--- config.mk ---
export PLATFORM = sky130hd
export DESIGN_NAME = fifo_uart_tx_reader_flat
export DESIGN_NICKNAME = d
export VERILOG_FILES = /design/src/rtl/fifo_uart_tx_reader_if.sv /design/src/rtl/fifo_uart_tx_reader.sv /design/src/flat_wrapper.sv
export SDC_FILE = /design/constraint.sdc
export NUM_CORES = 1
export LEC_CHECK = 0
export ABC_CLOCK_PERIOD_IN_PS = 3300
export BUFFER_PORTS_ARGS = -buffer_cell sky130_fd_sc_hd__buf_2
export CAP_MARGIN = 5
export CORE_UTILIZATION = 35
export CTS_BUF_LIST = sky130_fd_sc_hd__clkbuf_16
export DETAILED_ROUTE_END_ITERATION = 10
export PLACE_DENSITY_LB_ADDON = 0.12
export SETUP_SLACK_MARGIN = 0.3
export SYNTH_ARGS = -nofsm -noshare
export SYNTH_HDL_FRONTEND = slang
export SYNTH_SLANG_ARGS = --single-unit
--- constraint.sdc ---
create_clock -name clk_fpga -period 3.3 [get_ports clk_fpga]
set_clock_uncertainty 0.2 [all_clocks]
set_input_delay 0.66 -clock clk_fpga [delete_from_list [all_inputs] [get_ports clk_fpga]]
set_output_delay 0.66 -clock clk_fpga [all_outputs]
set_load 0.01 [all_outputs]
--- src/rtl/fifo_uart_tx_reader_if.sv ---
// FIFO read port as seen by the UART TX reader: empty flag, registered read data, read strobe.
interface fifo_uart_tx_reader_if #(
  parameter int unsigned data_len = 8
) ();
  logic                fifo_empty;
  logic [data_len-1:0] fifo_data;
  logic                fifo_rd_en;

  modport master (input fifo_empty, input fifo_data, output fifo_rd_en);
  modport slave  (output fifo_empty, output fifo_data, input fifo_rd_en);
endinterface

--- src/rtl/fifo_uart_tx_reader.sv ---
// Drains FIFO words one at a time onto an 8N1, LSB-first UART TX line with busy/done/frame counter.
// Define PARITY_EN to insert an even-parity bit between the data field and the stop bit.
module fifo_uart_tx_reader #(
  parameter int unsigned data_len     = 8,
  parameter int unsigned clks_per_bit = 10416,
  parameter int unsigned cnt_len      = 8
) (
  input  logic                  clk_fpga,
  input  logic                  nreset,
  fifo_uart_tx_reader_if.master fifo,
  output logic                  tx,
  output logic                  tx_busy,
  output logic                  tx_done,
  output logic [cnt_len-1:0]    frame_count
);
  localparam int unsigned BAUD_W = (clks_per_bit > 1) ? $clog2(clks_per_bit) : 1;
  localparam int unsigned BIT_W  = (data_len > 1) ? $clog2(data_len) : 1;
  localparam logic [BAUD_W-1:0] BAUD_LAST = BAUD_W'(clks_per_bit - 1);
  localparam logic [BIT_W-1:0]  BIT_LAST  = BIT_W'(data_len - 1);

  localparam logic [2:0] IDLE  = 3'd0;
  localparam logic [2:0] FETCH = 3'd1;
  localparam logic [2:0] START = 3'd2;
  localparam logic [2:0] DATA  = 3'd3;
  localparam logic [2:0] STOP  = 3'd4;
`ifdef PARITY_EN
  localparam logic [2:0] PARITY = 3'd5;
  logic parity_q, parity_d;
`endif

  logic [2:0]          state_q, state_d;
  logic                rd_en_q, rd_en_d;
  logic [data_len-1:0] shift_q, shift_d;
  logic [BAUD_W-1:0]   baud_q, baud_d;
  logic [BIT_W-1:0]    bit_q, bit_d;
  logic                tx_q, tx_d;
  logic                busy_q, busy_d;
  logic                done_q, done_d;
  logic [cnt_len-1:0]  count_q, count_d;

  always_comb begin
    state_d = state_q;
    rd_en_d = 1'b0;
    shift_d = shift_q;
    baud_d  = baud_q;
    bit_d   = bit_q;
`ifdef PARITY_EN
    parity_d = parity_q;
`endif
    case (state_q)
      // IDLE spans the evaluation cycle and the read-strobe cycle; data lands in FETCH.
      IDLE: begin
        if (rd_en_q) state_d = FETCH;
        else if (!fifo.fifo_empty) rd_en_d = 1'b1;
      end
      FETCH: begin
        shift_d = fifo.fifo_data;
        baud_d  = '0;
        bit_d   = '0;
`ifdef PARITY_EN
        parity_d = ^fifo.fifo_data;
`endif
        state_d = START;
      end
      START: begin
        if (baud_q == BAUD_LAST) begin
          baud_d  = '0;
          state_d = DATA;
        end else begin
          baud_d = baud_q + 1'b1;
        end
      end
      DATA: begin
        if (baud_q == BAUD_LAST) begin
          baud_d  = '0;
          shift_d = shift_q >> 1;
          if (bit_q == BIT_LAST) begin
`ifdef PARITY_EN
            state_d = PARITY;
`else
            state_d = STOP;
`endif
          end else begin
            bit_d = bit_q + 1'b1;
          end
        end else begin
          baud_d = baud_q + 1'b1;
        end
      end
`ifdef PARITY_EN
      PARITY: begin
        if (baud_q == BAUD_LAST) begin
          baud_d  = '0;
          state_d = STOP;
        end else begin
          baud_d = baud_q + 1'b1;
        end
      end
`endif
      STOP: begin
        if (baud_q == BAUD_LAST) begin
          baud_d  = '0;
          state_d = IDLE;
        end else begin
          baud_d = baud_q + 1'b1;
        end
      end
      default: state_d = IDLE;
    endcase
  end

  // Outputs are decoded from the next state so the registered pins line up with the state.
  always_comb begin
    tx_d = 1'b1;
    case (state_d)
      START:   tx_d = 1'b0;
      DATA:    tx_d = shift_d[0];
`ifdef PARITY_EN
      PARITY:  tx_d = parity_d;
`endif
      default: tx_d = 1'b1;
    endcase
    busy_d  = (state_d != IDLE);
    done_d  = (state_d == STOP) && (baud_d == BAUD_LAST);
    count_d = done_d ? count_q + 1'b1 : count_q;
  end

  always_ff @(posedge clk_fpga or negedge nreset) begin
    if (!nreset) begin
      state_q  <= IDLE;
      rd_en_q  <= 1'b0;
      shift_q  <= '0;
      baud_q   <= '0;
      bit_q    <= '0;
      tx_q     <= 1'b1;
      busy_q   <= 1'b0;
      done_q   <= 1'b0;
      count_q  <= '0;
`ifdef PARITY_EN
      parity_q <= 1'b0;
`endif
    end else begin
      state_q  <= state_d;
      rd_en_q  <= rd_en_d;
      shift_q  <= shift_d;
      baud_q   <= baud_d;
      bit_q    <= bit_d;
      tx_q     <= tx_d;
      busy_q   <= busy_d;
      done_q   <= done_d;
      count_q  <= count_d;
`ifdef PARITY_EN
      parity_q <= parity_d;
`endif
    end
  end

  assign fifo.fifo_rd_en = rd_en_q;
  assign tx              = tx_q;
  assign tx_busy         = busy_q;
  assign tx_done         = done_q;
  assign frame_count     = count_q;
endmodule

--- src/flat_wrapper.sv ---
// flat-port wrapper written by rule: the top's interface ports become plain ports
module fifo_uart_tx_reader_flat 
#(
  parameter int unsigned data_len     = 8,
  parameter int unsigned clks_per_bit = 10416,
  parameter int unsigned cnt_len      = 8
)
  (clk_fpga, nreset, tx, tx_busy, tx_done, frame_count, fifo_fifo_empty, fifo_fifo_data, fifo_fifo_rd_en);
  fifo_uart_tx_reader_if #(.data_len(data_len)) fifo_i ();
  input  logic clk_fpga;
  input  logic nreset;
  output logic tx;
  output logic tx_busy;
  output logic tx_done;
  output logic [cnt_len-1:0] frame_count;
  input wire logic [$bits(fifo_i.fifo_empty)-1:0] fifo_fifo_empty;
  input wire logic [$bits(fifo_i.fifo_data)-1:0] fifo_fifo_data;
  output wire logic [$bits(fifo_i.fifo_rd_en)-1:0] fifo_fifo_rd_en;
  assign fifo_i.fifo_empty = fifo_fifo_empty;
  assign fifo_i.fifo_data = fifo_fifo_data;
  assign fifo_fifo_rd_en = fifo_i.fifo_rd_en;
  fifo_uart_tx_reader #(.data_len(data_len), .clks_per_bit(clks_per_bit), .cnt_len(cnt_len)) u_core (.clk_fpga(clk_fpga), .nreset(nreset), .fifo(fifo_i), .tx(tx), .tx_busy(tx_busy), .tx_done(tx_done), .frame_count(frame_count));
endmodule
==> results.yml <==
drt:
  first_iter_violations: 223
  viasPerCell: 5.844
  vias: 2063
  drc: 0
  firstDrtPassIters: 4
  final_antenna_net_count: 0
  wirelength_mm: 5.930
  wl_per_cell_um: 16.80
place:
  place_hpwl_mm: 3.987
  dp_slack_ns: 0.3494
  port_buffers: 22
  postPlaceCellArea_sq_um: 2562
  gp_congestion: 0.9250
worst_setup_path:
  critPathTopFamily: "simple AND/OR/NAND/NOR gates"
  setup.worst_path.end_class: "flip-flop"
  slowest_delay_ns: 0.53
  crit_arrival_ns: 2.88
  startpoint: "u_core.baud_q[1]"
  critPathLaunchType: "flip-flop"
  cp.required_ns: 3.31
  slowest_stage: "nor4_4"
  path_class: "flip-flop to flip-flop"
  worstPathCellList: "ha_4, nand4b_1, nor4_4, mux2_4, nand2_1, or4_4, nor3_2, xor2_1"
  cp_max_fo: 7
  critPathBufInv: 0
  r2r_start: "u_core.baud_q[1]"
yosys:
  synthArstFlopShare: 1.000
  synth_edf_count: 0
  syn-cell-area_sq_um: 2354
  synth.area.top_cells: "dfrtp_1 (41%), o22ai_1 (3.5%), nand2_1 (3.3%)"
  yosys-top-cells-count: "dfrtp_1 (39), nand2_1 (21), nor2_1 (17), o22ai_1 (13), nand3_1 (12)"
  syn-num-nets: 261
  syn_area_per_cell_sq_um: 9.567
  dominantRegCellSynth: "dfrtp_1"
  synth_area_leader_cell: "dfrtp_1"
  ys_warn_count: 0
  synth_most_common_cell: "dfrtp_1"
  synth_seq_cells: 40
  yosysSeqAreaShare: 0.4258
  syn_inst: 246
  synth_top_area_frac: 0.4147
  synth_cell_types: 58
timing:
  period_share: 0.8689
  setup_viol: 0
  report.final.slew_viol_count: 0
  hold_viol_final: 0
  worstMarginPinSlew_ns: 0.9056
  tns_ns: 0
  fin_hold_ws_ns: 0.2624
  finalCriticalPeriod_ns: 2.867
  setup_ws_ns: 0.4327
  fmax_ghz: 0.3488
  rsz0062_at_grt: "no"
  relSlewSlack: 0.3963
global_routing:
  track_usage: 0.1777
  overflow: 0
  grt_pass1_vias: 1993
  antenna_found_initial: 0
  grt_pass1_wl_mm: 9.860
  grt_max_degree: 41
final_layout:
  antenna_cells: 0
  areaGrowthSynthToFinish_pct: 20.31
  final_area_sq_um: 2831
  drive_gt1_frac: 0.2572
  final_net_count: 290
hold_path:
  hp-start: "u_core.frame_count[7]"
  min_path_type: "flip-flop to flip-flop"
power_and_ir_drop:
  peakVddDrop_mv: 0.3241
  p_per_area_nw_per_um2: 552.5
  p_leak_uw: 0.001268
clocking:
  clk_pin_slew_ns: 0.07
  root_buffer: "clkbuf_16"
  htreeDepth: 2
  cts_tree: "done"
  cts_num_sinks: 40
  clockBufferDepth: 2
  insertion_delay_ns: 0.28
  cts-buffers-inserted: 5
floorplan:
  initial_utilization: 0.3665
  die_h_um: 84
  die_area_sq_um: 7056
  core-area_sq_um: 6422
  num_rows: 29
  fp.dieW_um: 84
  io_pins: 23
flow_run:
  timing.max_cap.violations: 0
status:
  status: "completed"
## metal layers
layer  global-route usage  part of all wire
met3              0.03561             0.048
met1               0.2534              0.48
met2               0.2638              0.45
met4              0.06897             0.018
met5                    0                 0
## cell families after synthesis
family,synth area share
fa+ha+maj,0.02127
flops,0.4258
buf+inv,0.04359
compound gates,0.1792
mux,0.01967
xor+xnor,0.04466
simple gates,0.2658
## cell type report
type	count	area, sq um
clock buffers	5	125.1
clock inverters	3	47.55
fillers	609	3591
inverters	10	37.54
multi-input cells	185	1326
flip-flops and latches	40	1006
well taps	77	96.34
repair buffers	33	192.7
## power by group
part           internal (uW)  switching, uW
sequential               541           88.8
combinational            151            212
clock                    360            212
total                   1050            513
## registers in the layout, summed over array words and instances (netlist names)
name and cells:
u_core.frame_count 8, u_core.shift_q 8, u_core.baud_q 14, u_core.state_q 3, u_core.bit_q 3, u_core.tx_busy 1
u_core.tx 1, u_core.tx_done 1, u_core.fifo.fifo_rd_en 1
## placed cells by master, fill, tap and decap left out, types with 6 or more instances in the layout
master   instances
dfrtp_1         36
buf_2           22
nand2_1         21
nor2_1          17
o22ai_1         13
nand3_1         12
o21ai_0         11
buf_4           11
inv_1            9
a21oi_1          9
xnor2_1          7
and3_1           6
## what timing repair did
item,in CTS,in global routing
setup buffers,1,1
pin swaps,1,2
gates resized for setup,0,15
setup endpoints to repair,1,9
hold buffers,0,0
## path summary, 6_finish.rpt
path	slack, ns	to	depth (start not counted)
worst max register to register	0.43	u_core.frame_count[7]	8
min in group asynchronous	0.31	u_core.baud_q[10]	1
worst min register to register	0.26	u_core.frame_count[7]	1
worst max-delay path	0.43	u_core.frame_count[7]	8
max in group asynchronous	1.98	u_core.baud_q[0]	1
worst min-delay path	0.26	u_core.frame_count[7]	1
## stage by stage
step / power [uW] / instances / util
after floorplan: 866.1 / 246 / -
final: 1564 / 353 / 0.4409
after CTS: 1541 / 352 / 0.4270
after global placement: 965.7 / 343 / 0.3990
after detailed placement: 958.8 / 343 / 0.3990
after global routing: 1645 / 353 / 0.4409
(Power assumes the default switching activity.)
